### src/rtl/evg_frame_gen.sv
// evg_frame_gen: 16-bit / 2-K-flag 8b10b word generator for the SFP GTP transmitter.
//
// Event lane  (tx_data[7:0],  tx_charisk[0]): K28.5 commas every COMMA_PERIOD words,
//   optional 0x7E beacons every BEACON_PERIOD words, otherwise handshaked event codes.
// Data lane   (tx_data[15:8], tx_charisk[1]): even words carry the distributed bus,
//   odd words carry segmented-data-buffer frames:
//   START(K28.2) ADDR DATA[SEG_BYTES] STOP(K28.1) CSUM_H CSUM_L, then GAP_SLOTS idle slots.
//
// Ports:
//   tx_clk              GTP TX user clock
//   aresetn             synchronous active-low reset
//   en                  generator enable (GTP TX reset done)
//   dbus                distributed-bus byte, sampled on bus slots
//   ev_valid/ev_code    event request / code;  ev_ready: accepted this cycle
//   seg_valid/seg_addr/seg_data  frame offer;  seg_ready: hold register empty
//   tx_data/tx_charisk  registered word stream to the transmitter
//   busy                frame FSM not idle
//   frame_cnt           completed frames, wraps 0xFFFF -> 0
module evg_frame_gen #(
    parameter int SEG_BYTES     = 16,
    parameter int COMMA_PERIOD  = 4,
    parameter int BEACON_PERIOD = 0,
    parameter int GAP_SLOTS     = 2
) (
    input  logic                   tx_clk,
    input  logic                   aresetn,
    input  logic                   en,
    input  logic [7:0]             dbus,
    input  logic                   ev_valid,
    input  logic [7:0]             ev_code,
    output logic                   ev_ready,
    input  logic                   seg_valid,
    input  logic [7:0]             seg_addr,
    input  logic [SEG_BYTES*8-1:0] seg_data,
    output logic                   seg_ready,
    output logic [15:0]            tx_data,
    output logic [1:0]             tx_charisk,
    output logic                   busy,
    output logic [15:0]            frame_cnt
);

    localparam logic [7:0] K28_5  = 8'hBC;
    localparam logic [7:0] BEACON = 8'h7E;
    localparam logic [7:0] K_STRT = 8'h5C;
    localparam logic [7:0] K_STOP = 8'h3C;

    typedef enum logic [2:0] {
        ST_IDLE   = 3'd0,
        ST_ADDR   = 3'd1,
        ST_DATA   = 3'd2,
        ST_STOP   = 3'd3,
        ST_CSUM_H = 3'd4,
        ST_CSUM_L = 3'd5,
        ST_GAP    = 3'd6
    } state_t;

    logic [15:0]            wc_r;
    logic [15:0]            bc_r;
    logic                   phase_r;
    state_t                 state_r;
    state_t                 state_s;
    logic                   hold_full_r;
    logic [7:0]             hold_addr_r;
    logic [SEG_BYTES*8-1:0] hold_data_r;
    logic [7:0]             work_addr_r;
    logic [SEG_BYTES*8-1:0] work_data_r;
    logic [6:0]             byte_cnt_r;
    logic [6:0]             byte_cnt_s;
    logic [15:0]            gap_cnt_r;
    logic [15:0]            gap_cnt_s;
    logic [15:0]            sum_r;
    logic [15:0]            sum_s;
    logic [15:0]            csum_s;
    logic [15:0]            frame_cnt_r;
    logic [15:0]            tx_data_r;
    logic [1:0]             tx_charisk_r;
    logic                   busy_r;

    logic                   comma_s;
    logic                   beacon_s;
    logic                   seg_acc_s;
    logic                   load_s;
    logic                   shift_s;
    logic                   frame_inc_s;
    logic [7:0]             ev_byte_s;
    logic                   ev_k_s;
    logic [7:0]             fsm_byte_s;
    logic                   fsm_k_s;
    logic [7:0]             dl_byte_s;
    logic                   dl_k_s;

    assign comma_s   = (wc_r == 16'd0);
    assign beacon_s  = (BEACON_PERIOD != 0) && (bc_r == 16'd0);
    // Handshakes are gated by reset so nothing appears ready while the block is held in reset.
    assign ev_ready  = aresetn & en & ~comma_s & ~beacon_s;
    assign seg_ready = aresetn & en & ~hold_full_r;
    assign seg_acc_s = seg_valid & seg_ready;
    assign csum_s    = 16'hFFFF - sum_r;

    assign tx_data    = tx_data_r;
    assign tx_charisk = tx_charisk_r;
    assign busy       = busy_r;
    assign frame_cnt  = frame_cnt_r;

    // Event-lane priority: comma, then beacon, then event code, else idle.
    always_comb begin
        ev_byte_s = 8'h00;
        ev_k_s    = 1'b0;
        if (comma_s) begin
            ev_byte_s = K28_5;
            ev_k_s    = 1'b1;
        end else if (beacon_s) begin
            ev_byte_s = BEACON;
        end else if (ev_valid) begin
            ev_byte_s = ev_code;
        end else begin
            ev_byte_s = 8'h00;
        end
    end

    // Frame FSM next state and frame-slot byte; it only moves on frame slots while enabled.
    always_comb begin
        state_s     = state_r;
        fsm_byte_s  = 8'h00;
        fsm_k_s     = 1'b0;
        load_s      = 1'b0;
        shift_s     = 1'b0;
        frame_inc_s = 1'b0;
        sum_s       = sum_r;
        byte_cnt_s  = byte_cnt_r;
        gap_cnt_s   = gap_cnt_r;
        if (en && phase_r) begin
            case (state_r)
                ST_IDLE: begin
                    // START is emitted in the same slot that takes the frame from the hold.
                    if (hold_full_r) begin
                        load_s     = 1'b1;
                        fsm_byte_s = K_STRT;
                        fsm_k_s    = 1'b1;
                        sum_s      = 16'd0;
                        state_s    = ST_ADDR;
                    end else begin
                        state_s    = ST_IDLE;
                    end
                end
                ST_ADDR: begin
                    fsm_byte_s = work_addr_r;
                    sum_s      = {8'd0, work_addr_r};
                    byte_cnt_s = 7'd0;
                    state_s    = ST_DATA;
                end
                ST_DATA: begin
                    fsm_byte_s = work_data_r[7:0];
                    sum_s      = sum_r + {8'd0, work_data_r[7:0]};
                    shift_s    = 1'b1;
                    if (byte_cnt_r == 7'(SEG_BYTES - 1)) begin
                        state_s = ST_STOP;
                    end else begin
                        byte_cnt_s = byte_cnt_r + 7'd1;
                    end
                end
                ST_STOP: begin
                    fsm_byte_s = K_STOP;
                    fsm_k_s    = 1'b1;
                    state_s    = ST_CSUM_H;
                end
                ST_CSUM_H: begin
                    fsm_byte_s = csum_s[15:8];
                    state_s    = ST_CSUM_L;
                end
                ST_CSUM_L: begin
                    fsm_byte_s  = csum_s[7:0];
                    frame_inc_s = 1'b1;
                    gap_cnt_s   = 16'd0;
                    if (GAP_SLOTS == 0) begin
                        state_s = ST_IDLE;
                    end else begin
                        state_s = ST_GAP;
                    end
                end
                ST_GAP: begin
                    if (gap_cnt_r == 16'(GAP_SLOTS - 1)) begin
                        state_s = ST_IDLE;
                    end else begin
                        gap_cnt_s = gap_cnt_r + 16'd1;
                    end
                end
                default: begin
                    state_s = ST_IDLE;
                end
            endcase
        end else begin
            state_s = state_r;
        end
    end

    // Data-lane mux: bus slot on phase 0, frame slot on phase 1.
    always_comb begin
        if (phase_r) begin
            dl_byte_s = fsm_byte_s;
            dl_k_s    = fsm_k_s;
        end else begin
            dl_byte_s = dbus;
            dl_k_s    = 1'b0;
        end
    end

    // Slot counters, FSM state, working frame and the registered output word.
    always_ff @(posedge tx_clk) begin
        if (!aresetn || !en) begin
            wc_r         <= 16'd0;
            bc_r         <= 16'd0;
            phase_r      <= 1'b0;
            state_r      <= ST_IDLE;
            byte_cnt_r   <= 7'd0;
            gap_cnt_r    <= 16'd0;
            sum_r        <= 16'd0;
            tx_data_r    <= 16'd0;
            tx_charisk_r <= 2'b00;
            busy_r       <= 1'b0;
        end else begin
            wc_r <= (wc_r == 16'(COMMA_PERIOD - 1)) ? 16'd0 : wc_r + 16'd1;
            if (BEACON_PERIOD == 0) begin
                bc_r <= 16'd0;
            end else begin
                bc_r <= (bc_r == 16'(BEACON_PERIOD - 1)) ? 16'd0 : bc_r + 16'd1;
            end
            phase_r      <= ~phase_r;
            state_r      <= state_s;
            byte_cnt_r   <= byte_cnt_s;
            gap_cnt_r    <= gap_cnt_s;
            sum_r        <= sum_s;
            tx_data_r    <= {dl_byte_s, ev_byte_s};
            tx_charisk_r <= {dl_k_s, ev_k_s};
            busy_r       <= (state_s != ST_IDLE);
        end
    end

    // Working copy of the frame; data shifts down one byte per DATA slot.
    always_ff @(posedge tx_clk) begin
        if (!aresetn) begin
            work_addr_r <= 8'd0;
            work_data_r <= '0;
        end else if (load_s) begin
            work_addr_r <= hold_addr_r;
            work_data_r <= hold_data_r;
        end else if (shift_s) begin
            work_data_r <= work_data_r >> 8;
        end else begin
            work_data_r <= work_data_r;
        end
    end

    // Hold register: survives en=0, emptied when the FSM takes the frame.
    always_ff @(posedge tx_clk) begin
        if (!aresetn) begin
            hold_full_r <= 1'b0;
            hold_addr_r <= 8'd0;
            hold_data_r <= '0;
        end else if (load_s) begin
            hold_full_r <= 1'b0;
        end else if (seg_acc_s) begin
            hold_full_r <= 1'b1;
            hold_addr_r <= seg_addr;
            hold_data_r <= seg_data;
        end else begin
            hold_full_r <= hold_full_r;
        end
    end

    // Completed-frame counter; only reset clears it, en=0 leaves it alone.
    always_ff @(posedge tx_clk) begin
        if (!aresetn) begin
            frame_cnt_r <= 16'd0;
        end else if (frame_inc_s) begin
            frame_cnt_r <= frame_cnt_r + 16'd1;
        end else begin
            frame_cnt_r <= frame_cnt_r;
        end
    end

endmodule

### config.mk
export PLATFORM = sky130hd
export DESIGN_NAME = evg_frame_gen
export DESIGN_NICKNAME = d
export VERILOG_FILES = /design/src/rtl/evg_frame_gen.sv
export SDC_FILE = /design/constraint.sdc
export NUM_CORES = 1
export LEC_CHECK = 0
export BUFFER_PORTS_ARGS = -buffer_cell sky130_fd_sc_hd__buf_4
export CAP_MARGIN = 20
export CORE_MARGIN = 1
export CORE_UTILIZATION = 58
export CTS_CLUSTER_DIAMETER = 40
export CTS_CLUSTER_SIZE = 12
export DETAILED_ROUTE_END_ITERATION = 12
export PLACE_DENSITY = 0.9
export SYNTH_ARGS = -nofsm -noshare
export SYNTH_HDL_FRONTEND = slang
export SYNTH_SLANG_ARGS = --single-unit
### constraint.sdc
create_clock -name tx_clk -period 2.9 [get_ports tx_clk]
set_input_delay 0.435 -clock tx_clk [delete_from_list [all_inputs] [get_ports tx_clk]]
set_output_delay 0.435 -clock tx_clk [all_outputs]
set_load 0.05 [all_outputs]
# Yosys cells after proc, flatten, opt, wreduce, memory -nomap -nowiden
# Cells that the tools add are included.
# word_totals
regBits	367
inputBits	157
wordCells	93
# op_classes
n_addsub	6
eq_ne	12
n_mux	28
n_bitwise	11
n_reduce_logical	19
# op_table
operator	count
two-way mux 128 bit	2
adder 16 x 1 -> 16 bit (second input constant)	3
one-hot mux 16 bit (3 select lines)	1
one-hot mux 8 bit (6 select lines)	1
two-way mux 16 bit	2
two-way mux 8 bit	4
one-hot mux 16 bit (2 select lines)	1
one-hot mux 3 bit (7 select lines)	1
adder 16 x 8 -> 16 bit	1
== test 16 x 1 -> 1 bit (second input constant)	1
== test 16 x 2 -> 1 bit (second input constant)	1
logical NOT 16 bit	1
subtractor 16 bit (first input constant)	1
two-way mux 7 bit	2
one-hot mux 7 bit (2 select lines)	1
== test 3 bit (second input constant)	3
two-way mux 1 bit	9
two-way mux 3 bit	3
AND reduction 3 bit	3
adder 7 x 1 -> 7 bit (second input constant)	1
== test 7 x 4 -> 1 bit (second input constant)	1
inverter 1 bit	7
== test 3 x 2 -> 1 bit (second input constant)	2
!= test 2 bit (second input constant)	3
other kinds (12)	21

# Longest topological paths before layout
# Gate-level depths: netlist of the first run.
# logic_depth
depth_word	5
depth_mapped	8
mapped_depth_nobuf	7

# Least setup slack after synthesis of the first run
# OpenSTA, ideal clock, no wires.
# synth_timing
kind	input-to-reg
startpoint	input aresetn
endpoint	register hold_addr_r[0]
t_arrival_ns	2.207
required_ns	2.784
path_slack_ns	0.577
cell_stages	7
path_cell_list	nand2_1 nor2_1 nand2_1 clkbuf_1 clkbuf_1 nand2_1 a21boi_1
# synth_between
elab_chain_len	4
# synth_lines
element	line_no	source
from (decl)	26	input logic aresetn,
bitwise AND 1 bit (2 in series)	96	assign seg_ready = aresetn & en & ~hold_full_r;
net seg_ready	35	output logic seg_ready,
bitwise AND 1 bit	97	assign seg_acc_s = seg_valid & seg_ready;
AND reduction 2 bit (no line)	--	
to (signal assigned)	264	hold_addr_r <= seg_addr;
to (decl)	63	logic [7:0] hold_addr_r;
# The timed path passes the listed nets, and every way through them passes these cells.
# A chain may end at the register's enable or synchronous reset.

# Worst setup path in the final report of the first run
# layout_timing
startpoint	register state_r[0]
endpoint	register frame_cnt_r[14], in the netlist frame_cnt[14]
# layout_between
elab_chain_len	3
# layout_lines
element	line_no	source
from (decl)	60	state_t state_r;
from (signal assigned)	229	state_r <= state_s;
== test 3 bit	133	case (state_r)
two-way mux 1 bit	133	
two-way mux 1 bit	132	if (en && phase_r) begin
to (signal assigned)	276	frame_cnt_r <= frame_cnt_r + 16'd1;
to (signal assigned)	278	frame_cnt_r <= frame_cnt_r;
to (decl)	74	logic [15:0] frame_cnt_r;
# No other way between the ends.

==> results of run 1 <==
==> where the power goes <==
part	switching, mW	internal (mW)
clock	2.19	3.45
combinational	0.285	0.268
sequential	0.0480	5.12
==> routing by layer <==
| metal | wire, µm | global-route usage | up-vias |
|---|---|---|---|
| li1 | - | - | 6342 |
| met1 | 16000 | 0.363 | 6235 |
| met2 | 18100 | 0.466 | 418 |
| met3 | 2150 | 0.0412 | 95 |
| met4 | 1260 | 0.111 | 0 |
| met5 | 0 | 0 | - |
==> cell usage after synthesis, types with 22 or more instances <==
master	n	area (µm²)
nand2_1	456	1710
dfxtp_1	367	7350
a21boi_0	177	1330
a22oi_1	133	998
a21boi_1	91	683
clkbuf_1	70	263
nor2_1	67	251
buf_2	46	230
a21oi_1	32	160
xor2_1	30	263
o21ai_0	28	140
nand3_1	22	110
nor3_1	22	110
==> cell families (layout without fill, tap and decap cells) <==
group,after synthesis,count (layout),synth area share
xor gates and xnor gates,51,51,0.0294
DFF,367,367,0.484
buffers and inverters,134,308,0.0374
AOI/OAI and AO/OA,503,503,0.240
adders and majority gates,15,15,0.0128
and+or+nand+nor,670,670,0.191
muxes,8,8,0.00544
==> worst max-delay path: stages (launching register included) <==
cell and delay [ns]:
dfxtp_1 0.86, and3b_1 0.34, nand3_1 0.28, nor4_1 0.44
xor2_1 0.13, and2_1 0.17
==> path summary, 6_finish.rpt <==
check	slack, ns	from	endpoint	depth (start not counted)
worst min-delay path	0.10	dbus[3]	tx_data[11]	3
worst max-delay path	0.58	state_r[0]	frame_cnt[14]	5
worst min register to register	0.45	work_data_r[62]	work_data_r[62]	2
worst max register to register	0.58	state_r[0]	frame_cnt[14]	5
==> registers in the layout (all words and copies together), names as in the netlist <==
register     flops
tx_data         16
gap_cnt_r       16
hold_addr_r      8
frame_cnt       16
state_r          3
tx_charisk       2
hold_data_r    128
phase_r          1
wc_r            16
work_data_r    128
work_addr_r      8
sum_r           16
busy             1
hold_full_r      1
byte_cnt_r       7
==> area by class of cell <==
| cell class | instances | area (µm²) | area share |
|---|---|---|---|
| timing repair buffer | 219 | 1710 | 0.0933 |
| inverter | 13 | 48.8 | 0.00266 |
| sequential | 367 | 7350 | 0.401 |
| multi-input combinational | 1247 | 7310 | 0.399 |
| tap | 330 | 413 | 0.0225 |
| clock inverter | 22 | 298 | 0.0162 |
| clock buffer | 54 | 1210 | 0.0660 |
==> reports/results.tsv, run 1 <==
metric	value	unit
Post-Layout Cell Count	2252	
run status	complete, no violations	
Clock Path Buffers	3	
final worst slack	0.577	ns
ys flop type	dfxtp_1	
area post-placement	16800	µm²
Fmax	0.430	GHz
Tcrit/Tclk final	0.801	
fin nets	2065	
Initial Util	0.596	
Post-Syn Area	15200	µm²
MaxCap Viol Count	0	
sequential share of the synthesized area	0.484	
global-route wire length before repair	61000	µm
setup bufs post-CTS	0	
clock root buffer	clkbuf_16	
Die X	164	µm
post-synth net total	1920	
remaining antenna violation count after routing	0	
Hold WC Path Type	in2reg	
Cells after Synth	1748	
Final min period	2.32	ns
Critical Path AT	2.76	ns
setup TNS	0	ns
Starting DRT DRC Count	1032	
vias in the first global route	12500	
most common cell after layout, fill and taps aside	nand2_1	
Synth cell types	57	
Setup WS pre-CTS	0.635	ns
DR vias	13100	
drt wl/cell	16.7	µm
layout cells sized above 1	0.160	
DRC violations left	0	
post-layout util	0.720	
synthesis-stage register bit count	367	
most frequent cells in the layout	455 x nand2_1, 367 x dfxtp_1, 213 x buf_4	
Slew @ Worst Pin	0.897	ns
Clock Latency Late Sink	0.55	ns
H-Tree Depth	2	
cell row count	58	
Worst Skew	0.0198	ns
startpoint types	register	
ant diodes	0	
YS warnings	0	
WS Path Type	reg2reg	
largest net degree at the start of global routing	123	
Layout area overhead	20.7	%
Fill cells	1856	
chip height	164	µm
GPL Wtd Cong	0.964	
Worst Setup End Kind	register	
CTS buffer count	45	
Fin Hold WS	0.100	ns
antenna violations before repair	0	
final WL	37600	µm
grt ovf	0	
HPWL after DPL	24400	µm
critical path data required time	3.34	ns
setup violators final	0	
RSZ-0062 raised after global routing	no	
IO Port Bufs	193	
CTS tree	built	
Clock Sinks	367	
DR vias/cell	5.81	
floorplan core area	25500	µm²
Worst Path Max Fanout	23	
asr flop ratio synth	0	
fin area	18300	µm²
worst vdd ir	0.511	mV
hold_buf cts	0	
DP Cell Count	2176	
IO Pins	194	
Max transition margin	0.402	
Pre-antenna DRT Iters	5	
pwr dens	620	nW/µm²
gr usage total	0.279	
final hold vios	0	
Post-CTS Resized	0	
Clock Pin Slew Worst Setup and Hold Paths	0.06	ns
max-slew violations	0	
P_leak	6.62	nW
Post-synth EDFFs	0	
die area	26800	µm²
PnR Total Power	11.4	mW
syn_area_per_cell	8.69	µm²
Power figures use the tool's default switching activity.
==> run 2: changes to the inputs <==
Settings changed: ABC_AREA from default to 1, CORE_UTILIZATION 58 to 52, PLACE_DENSITY 0.9 to 0.85.
Clock period 2.9 ns to 1.95 ns, I/O delays scaled along.
==> reports/results.tsv, run 2 <==
metric	value	unit	change
largest area contributor in the netlist	dfxtp_1		
Clock Pin Slew Worst Setup and Hold Paths	0.06	ns	about the same
area post-placement	17400	µm²	+3.6%
drt wl/cell	15.0	µm	-10%
HPWL after DPL	26700	µm	+9.0%
syn_area_per_cell	7.40	µm²	-15%
DRC violations left	0		unchanged
H-Tree Depth	2		unchanged
die area	30900	µm²	+15%
final WL	40400	µm	+7.6%
Starting DRT DRC Count	1344		+30%
synthesis-stage register bit count	367		unchanged
largest net degree at the start of global routing	140		+14%
final hold vios	0		unchanged
Worst path depth	6		+1
most common cell after layout, fill and taps aside	dfxtp_1		
count leader, synth	dfxtp_1		
Top delay family on crit path	flip-flops		
CTS buffer count	44		-2.2%
Worst R2R Setup Slack	0.13	ns	-0.45 ns
cell row count	63		+8.6%
fin area	19100	µm²	+4.2%
DR vias	14800		+13%
FF-to-FF End	sum_r[6]		
Clock Sinks	367		unchanged
Fill cells	2466		+33%
Post-synth top cells	367 x dfxtp_1, 299 x a21oi_1, 278 x o21ai_0		
setup TNS	0	ns	unchanged
Largest regs	hold_data_r x128, work_data_r x128		
RSZ-0062 raised after global routing	no		
MaxCap Viol Count	0		unchanged
Hold WC Path Type	in2reg		
Post-Syn Area	15700	µm²	+3.4%
DP Cell Count	2613		+20%
ant diodes	0		unchanged
Tcrit/Tclk final	0.963		
Clock Latency Late Sink	0.55	ns	about the same
post-synth net total	2295		+20%
Synth cell types	47		-18%
layout cells sized above 1	0.170		+0.0103
crit path cell chain	inv_1, ha_2, nand2_1, nor2_2, a21oi_2, buf_6		
global-route wire length before repair	65300	µm	+7.1%
Critical Path AT	1.59	ns	-1.17 ns
GPL Wtd Cong	0.898		-6.9%
path depth of the worst reg2reg path	9		+4
pwr dens	884	nW/µm²	+43%
sequential share of the synthesized area	0.468		-0.0161
reg2reg start	work_data_r[0]		
vias in the first global route	13700		+9.3%
crit path launch	wc_r[0]		
PnR Total Power	16.9	mW	+49%
Worst Path Max Fanout	3		-87%
post-synth top area share	0.468		-0.0161
most frequent cells in the layout	359 x dfxtp_1, 298 x a21oi_1, 278 x o21ai_0		
chip height	176	µm	+7.3%
Cells after Synth	2123		+21%
floorplan core area	29700	µm²	+17%
ys flop type	dfxtp_1		
Pre-antenna DRT Iters	6		+1
Worst setup endpoint	ev_ready		
Post-synth EDFFs	0		unchanged
IO Port Bufs	193		unchanged
Setup WS pre-CTS	0.0830	ns	-0.552 ns
YS warnings	0		unchanged
Worst Setup End Kind	primary output		
Worst Skew	0.0200	ns	+0.000204 ns
IO Pins	194		unchanged
Slew @ Worst Pin	0.585	ns	-0.312 ns
gr usage total	0.254		-0.0250
final worst slack	0.0720	ns	-0.505 ns
Buffers & Inverters on Critical Path	2		+2
max-slew violations	0		unchanged
Initial Util	0.529		-0.0676
footprint of the multi-input gates	6920	µm²	-5.3%
DR vias/cell	5.49		-5.6%
asr flop ratio synth	0		unchanged
Synth area leaders	dfxtp_1 47%, a21oi_1 9.5%, o21ai_0 8.9%, nand3_1 6.0%, nand2_1 5.8%		
Fmax	0.532	GHz	
critical path data required time	1.66	ns	-1.68 ns
antenna violations before repair	0		unchanged
Post-Layout Cell Count	2702		+20%
FF/Latch Area	7360	µm²	+0.14%
fin nets	2456		+19%
WS Path Type	reg2out		
grt ovf	0		unchanged
run status	complete, no violations		
slowest CP cell	dfxtp_2		
Clock Path Buffers	3		unchanged
max incr delay on CP	0.33	ns	-0.53 ns
Max transition margin	0.610		+0.208
worst vdd ir	0.641	mV	+25%
Die X	176	µm	+7.3%
remaining antenna violation count after routing	0		unchanged
Final min period	1.88	ns	
startpoint types	register		
P_leak	7.38	nW	+11%
clock root buffer	clkbuf_16		
CTS tree	built		
Layout area overhead	21.5	%	
setup violators final	0		unchanged
[run 2: how the worst min path moves through the flow]
stage | from | to | slack, ns | cells past startpoint
2_1_floorplan | dbus[5] | tx_data[13] | 0.40 | 2
3_3_place_gp | hold_data_r[113] | hold_data_r[113] | 0.44 | 2
3_5_place_dp | hold_data_r[51] | hold_data_r[51] | 0.44 | 2
4_1_cts | dbus[4] | tx_data[12] | 0.003 | 3
5_1_grt | dbus[4] | tx_data[12] | 0.01 | 3
6_report | dbus[4] | tx_data[12] | 0.008 | 3
[run 2: worst min-delay path: cells and delay by family]
family	cells	cell delay, ns
simple gates	1	0.05
buf+inv	1	0.09
compound gates	1	0.07
[run 2: cell families (layout without fill, tap and decap cells)]
group	count (synthesis)	in the layout	share of synthesized area
xor gates and xnor gates	10	10	0.00557
AOI/OAI and AO/OA	624	624	0.207
buffers and inverters	349	538	0.0947
adders and majority gates	15	15	0.0124
DFF	367	367	0.468
and+or+nand+nor	758	758	0.213
[run 2: layout make-up]
type,instances,area share
well taps,390,0.0256
inverters,221,0.0438
clock inverters,21,0.0142
flip-flops and latches,367,0.385
multi-input cells,1407,0.362
repair buffers,243,0.107
clock buffers,53,0.0621
[run 2: what timing repair did]
| action | CTS | global route |
|---|---|---|
| hold endpoints to repair | 10 | 0 |
| pin swaps | 1 | 5 |
| gates resized for setup | 4 | 19 |
| buffers inserted | 0 | 4 |
| hold buffers | 10 | 0 |
| endpoints found under the setup margin | 1 | 111 |
| cloned | 0 | 1 |
[run 2: per-layer routing]
| layer | vias up | wire length (µm) | GRT usage |
|---|---|---|---|
| li1 | 7367 | - | - |
| met1 | 6875 | 17100 | 0.329 |
| met2 | 523 | 19900 | 0.438 |
| met3 | 67 | 2630 | 0.0355 |
| met4 | 0 | 862 | 0.0743 |
| met5 | - | 0 | 0 |
[run 2: power by group]
group	switching [mW]	leakage [nW]	internal (mW)	total (mW)
Sequential	0.0573	2.98	7.67	7.73
Combinational	0.616	3.70	0.415	1.03
Clock	3.22	0.703	4.90	8.12
Total	3.89	7.38	13.0	16.9
[run 2: per-stage QoR]
stage | util | hold WS [ns]
after floorplan | - | 0.403
after detailed placement | 0.587 | 0.441
after CTS | 0.639 | 0.00310
final | 0.643 | 0.00801
after global placement | 0.587 | 0.435
after global routing | 0.643 | 0.0126
==> run 3: changes to the inputs <==
Settings changed: CAP_MARGIN 20 to default, CORE_UTILIZATION 52 to 60, PLACE_DENSITY 0.85 to 0.92.
Clock period 1.95 ns to 2.2 ns, I/O delays scaled along.
==> reports/results.tsv, run 3 (synthesis results as in run 2) <==
metric	value	unit	change
run status	complete, no violations		
Worst Skew	0.0184	ns	-0.00163 ns
gr usage total	0.313		+0.0593
Fmax	0.471	GHz	
post-layout util	0.735		+0.0919
Clock Sinks	367		unchanged
pwr dens	794	nW/µm²	-10%
largest net degree at the start of global routing	140		unchanged
Final min period	2.12	ns	
area post-placement	17300	µm²	-0.98%
Layout area overhead	19.1	%	
P_leak	7.21	nW	-2.2%
Switching Fraction	0.228		-0.00236
Post-Layout Cell Count	2614		-3.3%
RSZ-0062 raised after global routing	no		
DRC violations left	0		unchanged
chip height	164	µm	-6.8%
MaxCap Viol Count	0		unchanged
critical path data required time	1.87	ns	+0.21 ns
Clock Path Buffers	3		unchanged
ant diodes	0		unchanged
floorplan core area	25500	µm²	-14%
DR vias/cell	5.88		+7.1%
Worst setup endpoint	ev_ready		
cell row count	58		-7.9%
CTS buffer count	43		-2.3%
vias in the first global route	14600		+6.4%
Initial Util	0.617		+0.0881
Die X	164	µm	-6.8%
Clock Pin Slew Worst Setup and Hold Paths	0.06	ns	about the same
setup TNS	0	ns	unchanged
Slew @ Worst Pin	0.696	ns	+0.111 ns
IO Pins	194		unchanged
internal power	11.5	mW	-12%
max-slew violations	0		unchanged
Clk network pwr share	0.478		-0.003
Fill cells	1767		-28%
remaining antenna violation count after routing	0		unchanged
antenna violations before repair	0		unchanged
Max transition margin	0.534		-0.0755
Net Sw Power	3.39	mW	-13%
GPL Wtd Cong	0.888		-1.1%
fin area	18700	µm²	-2.0%
combinational share of power	0.061		about the same
setup violators final	0		unchanged
FF-to-FF End	frame_cnt[7]		
final worst slack	0.0759	ns	+0.00390 ns
H-Tree Depth	2		unchanged
CTS tree	built		
Worst Path Max Fanout	6		+3
setup bufs post-CTS	0		unchanged
Hold WC Path Type	in2reg		
clock root buffer	clkbuf_16		
Clock Latency Late Sink	0.54	ns	about the same
PnR Total Power	14.9	mW	-12%
most frequent cells in the layout	367 x dfxtp_1, 299 x a21oi_1, 278 x o21ai_0		
Worst R2R Setup Slack	0.22	ns	+0.09 ns
HPWL after DPL	27400	µm	+2.7%
IO Port Bufs	193		unchanged
global-route wire length before repair	68800	µm	+5.4%
WS Path Type	reg2out		
final WL	42400	µm	+5.0%
DP Cell Count	2539		-2.8%
DR vias	15400		+3.6%
grt ovf	0		unchanged
die area	26800	µm²	-13%
Critical Path AT	1.79	ns	+0.20 ns
Worst Setup End Kind	primary output		
final hold vios	0		unchanged
crit path launch	wc_r[8]		
reg2reg start	state_r[2]		
drt wl/cell	16.2	µm	+8.5%
Largest regs	hold_data_r x128, work_data_r x128		
worst vdd ir	0.792	mV	+24%
Sequential Power Share	0.461		+0.003
fin nets	2429		-1.1%
Tcrit/Tclk final	0.966		
Fin Hold WS	0.00887	ns	+0.000866 ns
most common cell after layout, fill and taps aside	dfxtp_1		
layout cells sized above 1	0.153		-0.0167
path depth of the worst reg2reg path	8		-1
Pre-antenna DRT Iters	8		+2
Starting DRT DRC Count	1686		+25%
Setup WS pre-CTS	0.204	ns	+0.121 ns
startpoint types	register		
==> run 3: routing by layer <==
metal  part of all wire  global-route usage  up-vias  routed length, µm
met5                  0                   0        -                  0
met4              0.036               0.138        0               1540
met3              0.075              0.0427      139               3160
met2               0.50               0.551      766              21100
met1               0.39               0.381     7136              16600
li1                   -                   -     7330                  -
==> run 3: area by class of cell <==
type	count	area (µm²)	share of cell area
sequential	367	7350	0.393
timing repair buffer	217	1800	0.0962
inverter	221	837	0.0447
tap	330	413	0.0221
clock buffer	55	1190	0.0637
clock inverter	17	226	0.0121
multi-input combinational	1407	6900	0.369
==> run 3: timing repair <==
action | CTS | global route
endpoints found under the hold margin | 3 | 0
hold buffers | 3 | 0
setup endpoints to repair | 0 | 7
resized for setup | 0 | 1
==> run 3: power groups by stage <==
stage / Sequential [mW] / Clock (mW) / Combinational, mW
floorplan: 7.03 / 0 / 0.434
global placement: 6.98 / 0 / 0.851
detailed placement: 6.99 / 0 / 0.878
CTS: 6.85 / 7.14 / 0.899
global route: 6.86 / 7.40 / 0.986
finish: 6.85 / 7.09 / 0.909
==> run 3: worst min path at each step <==
stage,start,endpoint,cells after the start
floorplan,hold_data_r[0],hold_data_r[0],2
global route,dbus[6],tx_data[14],3
detailed placement,hold_data_r[89],hold_data_r[89],2
CTS,dbus[6],tx_data[14],3
global placement,hold_data_r[93],hold_data_r[93],2
finish,dbus[7],tx_data[15],3
==> run 3: worst max-delay path, cell delays in order, from the launching register on <==
cell and delay [ns]:
dfxtp_1 0.33, inv_1 0.16, nand4_1 0.13, nor2_1 0.26
a21oi_1 0.16, buf_4 0.22
